`config.mk`:
```
export PLATFORM = sky130hd
export DESIGN_NAME = id_ex_hazard_reg
export DESIGN_NICKNAME = d
export VERILOG_FILES = /design/src/rtl/id_ex_hazard_reg.sv
export SDC_FILE = /design/constraint.sdc
export NUM_CORES = 1
export LEC_CHECK = 0
export CAP_MARGIN = 20
export CORE_AREA = 2 2 133 135
export CTS_CLUSTER_DIAMETER = 80
export DETAILED_ROUTE_END_ITERATION = 10
export DIE_AREA = 0 0 135 137
export PLACE_DENSITY = 0.81
export SLEW_MARGIN = 20
export SYNTH_ARGS = -nofsm -noshare
export SYNTH_HDL_FRONTEND = slang
export SYNTH_SLANG_ARGS = --single-unit
```
`constraint.sdc`:
```
create_clock -name clk -period 2.4 [get_ports clk]
set_input_delay 0.48 -clock clk [delete_from_list [all_inputs] [get_ports clk]]
set_output_delay 0.48 -clock clk [all_outputs]
set_load 0.03 [all_outputs]
```
`src/rtl/id_ex_hazard_reg.sv`:
```
// ID/EX pipeline register with load-use hazard detection and EX operand forwarding selects.
// 1-cycle ID->EX latency; a load-use pair asserts stall for one cycle and loads a bubble; flush overrides stall.
module id_ex_hazard_reg #(
    parameter int CTRL_W = 8,
    parameter int CNT_W  = 16
) (
    input  logic              clk,
    input  logic              rst_n,
    input  logic              id_valid,
    input  logic [31:0]       id_pc,
    input  logic [31:0]       id_rs_data,
    input  logic [31:0]       id_rt_data,
    input  logic [31:0]       id_imm,
    input  logic [4:0]        id_rs,
    input  logic [4:0]        id_rt,
    input  logic [4:0]        id_rd,
    input  logic              id_uses_rt,
    input  logic              id_mem_read,
    input  logic              id_reg_write,
    input  logic [CTRL_W-1:0] id_ctrl,
    input  logic              flush,
    input  logic              exmem_reg_write,
    input  logic [4:0]        exmem_rd,
    input  logic              memwb_reg_write,
    input  logic [4:0]        memwb_rd,
    output logic              ex_valid,
    output logic [31:0]       ex_pc,
    output logic [31:0]       ex_rs_data,
    output logic [31:0]       ex_rt_data,
    output logic [31:0]       ex_imm,
    output logic [4:0]        ex_rs,
    output logic [4:0]        ex_rt,
    output logic [4:0]        ex_rd,
    output logic              ex_mem_read,
    output logic              ex_reg_write,
    output logic [CTRL_W-1:0] ex_ctrl,
    output logic [1:0]        fwd_a_sel,
    output logic [1:0]        fwd_b_sel,
    output logic              stall,
    output logic [CNT_W-1:0]  stall_count
);

    typedef struct packed {
        logic              valid;
        logic [31:0]       pc;
        logic [31:0]       rs_data;
        logic [31:0]       rt_data;
        logic [31:0]       imm;
        logic [4:0]        rs;
        logic [4:0]        rt;
        logic [4:0]        rd;
        logic              mem_read;
        logic              reg_write;
        logic [CTRL_W-1:0] ctrl;
    } ex_t;

    ex_t              ex_q, ex_d;
    logic [CNT_W-1:0] cnt_q, cnt_d;
    logic             haz;

    always_comb begin
        haz = ex_q.valid & ex_q.mem_read & (ex_q.rd != 5'd0) & id_valid &
              ((ex_q.rd == id_rs) | (id_uses_rt & (ex_q.rd == id_rt)));
    end

    // Flush discards the ID instruction, so holding IF/ID for it would be pointless.
    assign stall = haz & ~flush;

    always_comb begin
        ex_d = '0;
        if (!(flush | haz)) begin
            ex_d.valid     = id_valid;
            ex_d.pc        = id_pc;
            ex_d.rs_data   = id_rs_data;
            ex_d.rt_data   = id_rt_data;
            ex_d.imm       = id_imm;
            ex_d.rs        = id_rs;
            ex_d.rt        = id_rt;
            ex_d.rd        = id_rd;
            ex_d.mem_read  = id_mem_read & id_valid;
            ex_d.reg_write = id_reg_write & id_valid;
            ex_d.ctrl      = id_ctrl;
        end
    end

    always_comb begin
        cnt_d = cnt_q;
        if (stall && (cnt_q != {CNT_W{1'b1}})) begin
            cnt_d = cnt_q + 1'b1;
        end
    end

    always_ff @(posedge clk or negedge rst_n) begin
        if (!rst_n) begin
            ex_q  <= '0;
            cnt_q <= '0;
        end else begin
            ex_q  <= ex_d;
            cnt_q <= cnt_d;
        end
    end

    // EX/MEM is checked first: it holds the newer value of the register.
    function automatic logic [1:0] fwd_sel(input logic vld, input logic [4:0] src,
                                           input logic em_we, input logic [4:0] em_rd,
                                           input logic mw_we, input logic [4:0] mw_rd);
        logic [1:0] sel;
        sel = 2'b00;
        if (vld) begin
            if (em_we && (em_rd != 5'd0) && (em_rd == src)) begin
                sel = 2'b10;
            end else if (mw_we && (mw_rd != 5'd0) && (mw_rd == src)) begin
                sel = 2'b01;
            end
        end
        return sel;
    endfunction

    assign fwd_a_sel = fwd_sel(ex_q.valid, ex_q.rs, exmem_reg_write, exmem_rd,
                               memwb_reg_write, memwb_rd);
    assign fwd_b_sel = fwd_sel(ex_q.valid, ex_q.rt, exmem_reg_write, exmem_rd,
                               memwb_reg_write, memwb_rd);

    assign ex_valid     = ex_q.valid;
    assign ex_pc        = ex_q.pc;
    assign ex_rs_data   = ex_q.rs_data;
    assign ex_rt_data   = ex_q.rt_data;
    assign ex_imm       = ex_q.imm;
    assign ex_rs        = ex_q.rs;
    assign ex_rt        = ex_q.rt;
    assign ex_rd        = ex_q.rd;
    assign ex_mem_read  = ex_q.mem_read;
    assign ex_reg_write = ex_q.reg_write;
    assign ex_ctrl      = ex_q.ctrl;
    assign stall_count  = cnt_q;

endmodule
```
# After elaboration in Yosys (flattened, before gate mapping)
# Cells that the tools add are included.
# word_totals
reg_bits,170
inputBits,170
wordCells,48
# op_classes
add_sub_neg,1
n_eq_ne,7
n_mux,7
bitwise_logic,11
n_reduce_logical,10
# ops
cell,count
154-bit two-way mux,1
5-bit equality test,6
"16-bit by 1-bit adder with 16-bit output, second input constant",1
"16-bit inequality test, second input constant",1
5-bit nonzero test,3
1-bit AND,8
2-bit two-way mux,4
1-bit logical AND,7
1-bit two-way mux,2
1-bit bitwise OR,2
1-bit inverter,1

# Logic depth before layout (Yosys ltp)
# depth
ltp_word,6
depth_mapped,8
depth_no_buf,6

# Worst setup path before layout
# Ideal clock, no wire load.
# synth_path
path_kind,input to output
start,in exmem_rd[1]
end,out fwd_a_sel[0]
arrival_time_ns,2.275
t_required_ns,1.920
setup_slack_ns,-0.355
path_stages,4
cell_sequence,or4_1 o21ai_0 nor4_1 nor4_1
# synth_between
elab_chain_cells,5
# synth_lines
item,line,source
start: declaration,23,"input logic [4:0] exmem_rd,"
5-bit nonzero test,110,if (em_we && (em_rd != 5'd0) && (em_rd == src)) begin
1-bit logical AND,110,
1-bit logical AND *,110,
2-bit two-way mux *,110,
2-bit two-way mux *,109,if (vld) begin
end: declaration,37,"output logic [1:0] fwd_a_sel,"
# Every way passes the cells marked *; elsewhere a longest branch is shown, timed or not.

# Worst setup path after layout
# Same ends and word-level chain as after synthesis.

==> flow_summary.toml <==
[timing]
slew_viol_final = 0
setup_violations = 2
fin_hold_ws_ns = 0.499
setup_slack_ns = -0.0787
rsz0062_at_grt = "true"
period_share_pct = 103
worst_pin_slew_ns = 0.695
max_freq_mhz = 403
finClkSkew_ns = 0.00772
slew_headroom_pct = 53.1
hold_violations = 0
min_period_ns = 2.48

[worst_setup_path]
rr_startpoint = "ex_rd[1]"
cpPeakStageDelay_ns = 0.56
critPathTopFamily = "simple AND/OR/NAND/NOR gates"
crit_buf_inv = 3
cpMaxStageDelayCell = "or4_4"
r2r_setup_slack_ns = 0.13
crit_path_start = "exmem_rd[1]"
ff2ff_path_depth = 8
worstPathRequired_ns = 1.92
endpoint_kind = "output pin"
worstPathCellList = "buf_8, or4_4, o21ai_4, buf_6, nor4_4, nor4_4, buf_4"
worstReg2RegEnd = "stall_count[1]"
critPathLaunchType = "primary input"
crit_fanout = 2
worstPathArrival_ns = 2.00
cpMostUsedCell = "nor4_4"
path_class = "primary input to output pin"

[grt]
grt_pass1_vias = 5063
grt_overflow_total = 0
antenna_found_initial = 0
grt_usage_pct = 20.0
grt_pass1_wl_mm = 27.5
grt_max_degree = 64

[status]
status = "complete, but fails checks"
violations = "setup timing"

[clock_tree]
clk_pin_slew_ns = 0.07
max-clock-path-buffers = 2
cts_tree = "done"
cts_sinks = 170
cts_made_buffers = 17
cts.htree.levels = 4
clock-root-buffer = "clkbuf_16"
clock_latency_ns = 0.42

[floorplan]
fp.coreArea_um2 = 17100
row_count = 48
boundaryPins = 345
die_h_um = 137
die_x_um = 135
dieArea_um2 = 18500
initial_core_util_pct = 36.3

[place]
gp_congestion = 0.844
io_buffers = 344
dpl_worst_slack_ns = -0.361
dp_hpwl_mm = 13.6
place_area_um2 = 10000

[layout]
fill_cells = 1294
nNetsFinal = 1009
final_common_cell = "clkdlybuf4s50_1"
syn_to_final_growth_pct = 75.1
seq_area_um2 = 4260
layout-drive-gt1-share_pct = 11.9
final_area_um2 = 10800
fin_util_pct = 63.5
multi_input_area_um2 = 1950
final_cell_mix = "clkdlybuf4s50_1 (327), dfrtp_1 (169), and2_1 (153)"
diodes = 0

[pwr]
cellLeakagePower_nw = 4.79
peakVddDrop_mv = 0.441
power_density_nw_per_um2 = 629
p_total_w = 0.00682

[synth]
syn_nets = 628
netlist.area_leader.share_pct = 68.7
seq_area_frac_synth_pct = 68.7
synthTopCellsByArea = "dfrtp_1 (69%), and2_1 (16%), xor2_1 (5.1%)"
synth_cell_types = 30
syn_inst = 457
ys_warn_count = 0
ys_ff_latch = 170
syn-cell-area_um2 = 6190
yosysTopAreaCell = "dfrtp_1"
avgSynthCellArea_um2 = 13.5

[detailed_routing]
firstDrtPassIters = 4
wl_mm = 18.6
drt_iter0_drc = 179
viasPerCell = 4.39
drc = 0
avgRoutedWirePerCell_um = 17.3
vias = 4717
detail-route-antenna-nets = 0

[min_path]
hp-start = "stall_count[10]"
holdCritPathClass = "flip-flop to flip-flop"
whs_path_depth = 1
holdPathEnd = "stall_count[10]"

[job]
drv_cap = 0
## report_power, final
| group | leakage [nW] | switching [W] | internal, W | total (W) |
|---|---|---|---|---|
| Sequential | 2.20 | 0.0000496 | 0.00300 | 0.00305 |
| Clock | 0.263 | 0.00114 | 0.00146 | 0.00260 |
| Combinational | 2.32 | 0.000569 | 0.000604 | 0.00117 |
## synthesized netlist by cell type
library cell	number
ha_1	1
and3_1	3
inv_1	1
nor4b_1	4
a32oi_2	1
nand2b_1	2
nor2_4	1
xor2_1	36
or3_1	1
nor2_1	8
and2_1	154
xnor2_1	8
nor4_2	1
buf_2	2
nand3_1	7
o21ba_1	1
nand4_1	4
nor3_1	4
o21a_1	1
nand2_1	6
mux2_2	2
or4_4	1
clkbuf_1	9
o211ai_1	1
buf_6	8
or4_1	5
nor4_1	12
o21ai_0	2
o311ai_0	1
dfrtp_1	170
## flip-flops by register name, summed over array words and instances (netlist names), 5 cells and up
| name | count |
|---|---|
| ex_pc | 32 |
| ex_rt | 5 |
| ex_ctrl | 8 |
| ex_rt_data | 32 |
| ex_rs | 5 |
| ex_imm | 32 |
| ex_rd | 5 |
| ex_rs_data | 32 |
| stall_count | 16 |
## logic make-up (layout without fill, tap and decap cells)
group | count (synthesis) | in the layout | synth area share, %
xor gates and xnor gates | 44 | 44 | 6.23
AOI/OAI and AO/OA | 7 | 7 | 0.971
and+or+nand+nor | 213 | 213 | 21.3
buffers and inverters | 20 | 413 | 2.22
muxes | 2 | 2 | 0.364
DFF | 170 | 170 | 68.7
adders and majority gates | 1 | 1 | 0.202
## repair_timing
| item | in CTS | in global routing |
|---|---|---|
| hold endpoints to repair | 30 | 0 |
| gates resized for setup | 44 | 16 |
| buffers inserted | 9 | 2 |
| hold buffers | 1 | 0 |
| pin swaps | 11 | 8 |
| endpoints found under the setup margin | 5 | 6 |
## routing by layer
metal | global-route usage, % | share of wire, %
met3 | 8.41 | 9.6
met1 | 21.1 | 36
met5 | 0 | 0
met2 | 34.9 | 52
met4 | 9.20 | 3.2
## worst register-to-register path: stages (launching register included)
cell,delay (ns)
dfrtp_1,0.39
buf_6,0.12
xor2_1,0.16
nor4_2,0.33
a32oi_2,0.18
buf_4,0.19
buf_4,0.16
nor3_1,0.26
mux2_2,0.37
## metrics by stage
step                setup TNS [ns]  instances
finish                     -0.0885       1075
global placement            -23.54       1032
global route                -0.258       1075
detailed placement          -19.90       1032
floorplan                        0        457
CTS                         -0.167       1073
## worst max path at each step
stage               slack (ns)            to  depth (start not counted)
floorplan                 0.07         stall                          5
global placement         -0.31  fwd_b_sel[0]                          6
detailed placement       -0.36  fwd_a_sel[0]                          6
CTS                      -0.10  fwd_a_sel[0]                          4
global route             -0.09         stall                          6
finish                   -0.08  fwd_a_sel[0]                          7
## cell type report
cell class	count	share of cell area (%)
clock buffer	19	4.09
inverter	1	0.0346
tap	225	2.60
timing repair buffer	381	34.9
sequential	170	39.3
multi-input combinational	267	18.0
clock inverter	12	1.05
(Power assumes the default switching activity.)
==> edit 1 (same settings) <==
Make the reset (`rst_n`) synchronous in one clocked block.
--- a/src/rtl/id_ex_hazard_reg.sv
+++ b/src/rtl/id_ex_hazard_reg.sv
@@ -90,7 +90,7 @@
         end
     end
 
-    always_ff @(posedge clk or negedge rst_n) begin
+    always_ff @(posedge clk) begin
         if (!rst_n) begin
             ex_q  <= '0;
             cnt_q <= '0;
Function: differs if rst_n is asserted again (counterexample within 4 cycles, from zero or initial values and one cycle with rst_n low); with rst_n held inactive, the same outputs for 10 cycles.
==> edit 1 against the original RTL <==
  * The run still ends with setup timing left
  * Clock power up 7%
  * Die area unchanged
  * Cell area down 8.0%
  * Setup slack better by 0.039 ns
  * Final cell count up 0.74%
  * Sequential cell count unchanged
  * Global-route usage down 2.3 points
  * Area after synthesis down 12%
  * Total power down 2.3%
  * Register-to-register slack better by 0.31 ns
  * Count of clock-buffer cells in the layout down 1
  * Routed wire length down 8.9%
  * Critical endpoint unchanged
==> edit 1: results (changes against the original RTL) <==
* Wire length on met3 at 1740 um (-2.3%)
* WL per Instance at 15.6 um (-9.6%)
* P_int at 5.01 mW (-0.91%)
* Placement Setup Slack at -0.427 ns (-0.0665 ns)
* Nets@finish at 1015 (+0.59%)
* Worst-path fanout max at 2 (unchanged)
* Drt pass-1 iters at 5 (+1)
* Clock latency on the worst-skew pair at 0.42 ns (about the same)
* Post-DRT Antenna Nets at 0 (unchanged)
* Met1 Wirelength at 5980 um (-9.4%)
* Fraction of layout cells with a size suffix above 1 at 10.3% (-1.6 points)
* Delay-heaviest family, CP: simple AND/OR/NAND/NOR gates
* Status: complete, but fails checks
* Syn Area/Cell at 11.5 um^2 (-15%)
* Initial DRC Count at 87 (-51%)
* Synth cell types at 36 (+20%)
* Post-synth EDFFs at 0 (unchanged)
* Maxcap violations at 0 (unchanged)
* Syn_nets at 646 (+2.9%)
* Area contributors post-synth: dfxtp_1, and2_1, xnor2_1
* Sequential share of the synthesized area at 62.6% (-6.2 points)
* Leakage at 3.87 nW (-19%)
* Synth cell count leaders: dfxtp_1, and2_1, xnor2_1
* Prevailing post-synth register cell: dfxtp_1
* Worst-Margin Slew at 0.409 ns (-0.286 ns)
* Inserted Clock Buffers at 17 (unchanged)
* Hold Crit Class: reg -> reg
* Clock-pin slew on the worst setup and hold paths at 0.07 ns (about the same)
* Yosys warning total at 0 (unchanged)
* Clock skew at 0.0136 ns (+0.00585 ns)
* DP Cell Count at 1046 (+1.4%)
* Ys async rst share at 0% (-100 points)
* Final setup fails at 2 (unchanged)
* Failing checks: setup timing
* Via density per instance at 4.26 (-2.9%)
* Largest net degree at the start of global routing at 88 (+38%)
* Clock Tree Buf Depth at 2 (unchanged)
* Port Buf Inserts at 344 (unchanged)
* Gr usage total at 17.7% (-2.3 points)
* Dpl hpwl at 13100 um (-3.1%)
* Met2 routed WL at 8670 um (-9.5%)
* Antenna violations before repair at 1 (+1)
* Root buffer cell: clkbuf_16
* Vias in the first global route at 4590 (-9.3%)
* Slowest-stage cell, CP: or4_4
* First-pass GRT wire length at 24600 um (-10%)
* Max stage delay on crit path at 0.53 ns (-0.03 ns)
* DRT Wirelength at 16900 um (-8.9%)
* Global placement routability congestion at 0.875 (+3.7%)
* Highest metal used: met4
* Worst IR drop on VDD at 0.000468 V (+6.0%)
* H-tree depth at 4 (unchanged)
* Worst Slack Setup Final at -0.0394 ns (+0.0394 ns)
[edit 1: changes by cell type after synthesis, sizes merged, moves of 8 or more]
cell	change
and2	+8
xor2	-24
dfxtp	+170
nor4	-10
xnor2	+16
dfrtp	-170
[edit 1: path summary, 6_finish.rpt]
kind,from,to,slack (ns),depth (start not counted)
hold reg to reg,stall_count[13],stall_count[13],0.51,2
setup / recovery,memwb_rd[4],fwd_a_sel[0],-0.04,6
setup reg to reg,ex_rd[4],ex_imm[31],0.44,8
hold / removal,stall_count[13],stall_count[13],0.51,2
[edit 1: logic make-up (layout without fill, tap and decap cells)]
kind of cell / Yosys count / in the layout / synth area share [%]
other cells: 0 / 1 / 0
buf+inv: 22 / 404 / 2.69
xor+xnor: 36 / 36 / 5.80
compound gates: 22 / 22 / 3.36
mux: 2 / 2 / 0.368
fa+ha+maj: 1 / 1 / 0.230
flops: 170 / 170 / 62.6
simple gates: 222 / 222 / 25.0
[edit 1: per-layer routing]
| layer | vias up | GRT usage [%] |
|---|---|---|
| met4 | 0 | 8.33 |
| met2 | 229 | 32.0 |
| li1 | 2275 | - |
| met1 | 2078 | 17.6 |
| met5 | - | 0 |
| met3 | 32 | 7.59 |
[edit 1: area by class of cell]
cell class                      count  area (um^2)
Tap cell                          225          282
Sequential cell                   170         3410
Timing Repair Buffer              370         3690
Clock buffer                       18          429
Multi-Input combinational cell    283         1980
Clock inverter                     14          174
Fill cell                        1442         7080
Inverter                            2         7.51
Antenna cell                        1         2.50
[edit 1: power groups by stage]
stage	registers, mW	clock network [mW]	logic (mW)
floorplan	3.23	0	0.153
global placement	3.02	0	0.881
detailed placement	3.03	0	0.890
CTS	2.96	2.86	0.905
global route	2.97	2.96	0.956
finish	2.96	2.79	0.904
[edit 1: stage by stage]
stage	hold WS [ns]	total power [mW]	util, %	setup TNS [ns]	area, um^2
3_3_place_gp	0.493	3.90	54.2	-1.31	9240
3_5_place_dp	0.507	3.92	54.2	-1.56	9240
4_1_cts	0.518	6.73	58.2	-0.189	9930
6_report	0.513	6.66	58.5	-0.0409	9970
2_1_floorplan	0.602	3.38	-	-0.0310	5450
5_1_grt	0.538	6.88	58.5	-0.130	9970
[edit 1: what timing repair did]
| action | 4_1_cts | 5_1_grt |
|---|---|---|
| resized for setup | 36 | 15 |
| endpoints found under the setup margin | 4 | 5 |
| buffers inserted | 3 | 2 |
| pin swaps | 10 | 11 |
[edit 1: worst reg2reg max path, stage by stage (launching register included)]
cell     delay, ns
dfxtp_1       0.48
xnor2_1       0.16
nand4_1       0.16
o22ai_4       0.16
buf_4         0.16
nand2_2       0.05
and3b_4       0.21
buf_12        0.18
and2_1        0.28
==> edit 2 (same flow settings) <==
Without the edit above. The parameter `CTRL_W` goes from 8 to 12.
--- a/src/rtl/id_ex_hazard_reg.sv
+++ b/src/rtl/id_ex_hazard_reg.sv
@@ -1,7 +1,7 @@
 // ID/EX pipeline register with load-use hazard detection and EX operand forwarding selects.
 // 1-cycle ID->EX latency; a load-use pair asserts stall for one cycle and loads a bubble; flush overrides stall.
 module id_ex_hazard_reg #(
-    parameter int CTRL_W = 8,
+    parameter int CTRL_W = 12,
     parameter int CNT_W  = 16
 ) (
     input  logic              clk,
Interface: changed (resized ex_ctrl and id_ctrl); port bits go from 345 to 353. No check against the original RTL was run, so the function may have changed too.
==> edit 2 against the original RTL <==
  * The flow still finishes with violations (setup timing)
  * First-iteration DRC count fell by 9.5%
  * Total power is 2.3% higher
  * Routed wire length up 0.89%
  * Sequential cell count is 4 higher
  * Area after synthesis increased by 3.3%
  * Global-route usage increased by 0.53 points
  * Cell area increased by 1.7%
  * Final cell count rose by 1.3%
  * Synthesized cell count is 2.2% higher
  * Clock power up 2%
  * Count of clock-buffer cells in the layout is 1 higher
  * Setup slack got worse by 0.066 ns
  * Non-clock buffer count rose by 2
  * Maximum frequency down 2.6%
==> edit 2: results (changes against the original RTL) <==
* Placed cell areas at 10200 um^2 (+2.0%)
* Initial DRC Count at 162 (-9.5%)
* Arr. time, crit path at 2.06 ns (+0.06 ns)
* DR vias at 4826 (+2.3%)
* Largest net degree at the start of global routing at 87 (+36%)
* Worst reg2reg path startpoint: ex_rd[2]
* Area contributors post-synth: dfrtp_1, and2_1, xnor2_1
* Setup slack, reg-to-reg at 0.15 ns (+0.02 ns)
* Cell count after synthesis at 467 (+2.2%)
* Hold Crit Class: in -> async
* Max stage delay on crit path at 0.54 ns (-0.02 ns)
* Clock latency on the worst-skew pair at 0.42 ns (about the same)
* Placement Setup Slack at -0.455 ns (-0.0948 ns)
* Reg2reg path depth at 8 (unchanged)
* Global placement routability congestion at 0.885 (+4.9%)
* Syn_nets at 642 (+2.2%)
* Synth cell types at 28 (-6.7%)
* First-pass GRT wire length at 28300 um (+2.9%)
* Failing checks: setup timing
* Hold buffers post-CTS at 0 (-1)
* Worst-Margin Slew at 0.574 ns (-0.122 ns)
* Antenna violations before repair at 1 (+1)
* Leakage at 4.76 nW (-0.67%)
* Dpl hpwl at 14100 um (+4.1%)
* Clock skew at 0.0106 ns (+0.00288 ns)
* Final setup fails at 3 (+1)
* DP Cell Count at 1048 (+1.6%)
* Port Buf Inserts at 352 (+2.3%)
* DRT Wirelength at 18700 um (+0.89%)
* Clock network power at 2.66 mW (+2%)
* Tot Pwr at 6.97 mW (+2.3%)
* Fraction of layout cells with a size suffix above 1 at 11.7% (-0.19 points)
* Setup TNS at -0.279 ns (-0.190 ns)
* Sequential share of the synthesized area at 68.1% (-0.61 points)
* Synth cell count leaders: dfrtp_1, and2_1, xnor2_1
* # diodes at 0 (unchanged)
* P_seq at 3.12 mW (+2%)
* Worst-path fanout max at 2 (unchanged)
* Switching share of total power at 25.9% (+0.20 points)
* Status: complete, but fails checks
* Worst Slack Setup Final at -0.145 ns (-0.0660 ns)
* Drt pass-1 iters at 4 (unchanged)
* Slowest-stage cell, CP: or4_4
* Finished Layout Cells at 1089 (+1.3%)
* Prevailing post-synth register cell: dfrtp_1
* Hold WS at 0.0335 ns (-0.465 ns)
* Gr usage total at 20.6% (+0.53 points)
* Vias in the first global route at 5105 (+0.83%)
* Worst IR drop on VDD at 0.000460 V (+4.2%)
-- edit 2: cell families after synthesis --
kind of cell    after synthesis  share of synthesized area [%]
compound gates                8                           1.31
xor+xnor                     43                           5.89
flops                       174                           68.1
mux                           3                          0.529
buf+inv                      18                           3.00
simple gates                220                           20.9
fa+ha+maj                     1                          0.196
-- edit 2: final cells by class --
| class | instances | area, um^2 |
|---|---|---|
| fillers | 1306 | 6040 |
| flip-flops and latches | 174 | 4360 |
| repair buffers | 383 | 3810 |
| multi-input cells | 275 | 1990 |
| clock buffers | 20 | 447 |
| well taps | 225 | 282 |
| clock inverters | 12 | 123 |
-- edit 2: timing repair --
item	4_1_cts	5_1_grt
gates resized for setup	35	23
setup endpoints to repair	5	6
setup buffers	9	4
pin swaps	12	12
-- edit 2: layer usage --
metal | GRT usage (%) | vias to the layer above | wire length, um
met5 | 0 | - | 11
met3 | 9.56 | 32 | 2040
li1 | - | 2258 | -
met4 | 7.18 | 2 | 376
met1 | 22.2 | 2296 | 6740
met2 | 35.6 | 238 | 9550
-- edit 2: worst register-to-register path, stage by stage, from the launching register on --
cell and delay, ns:
dfrtp_1 0.37, or4_4 0.54, o211ai_1 0.29, nor2_1 0.09
buf_4 0.14, buf_4 0.12, buf_4 0.16, nand3_4 0.09
mux2_2 0.34
-- edit 2: worst max path at each step --
stage                start            to  depth (start not counted)
2_1_floorplan     ex_rd[1]         stall                          4
3_3_place_gp   exmem_rd[1]  fwd_a_sel[0]                          6
3_5_place_dp   exmem_rd[1]  fwd_a_sel[0]                          6
4_1_cts           ex_rs[3]  fwd_a_sel[0]                          4
5_1_grt        exmem_rd[2]  fwd_a_sel[0]                          8
6_report       exmem_rd[2]  fwd_a_sel[0]                          8
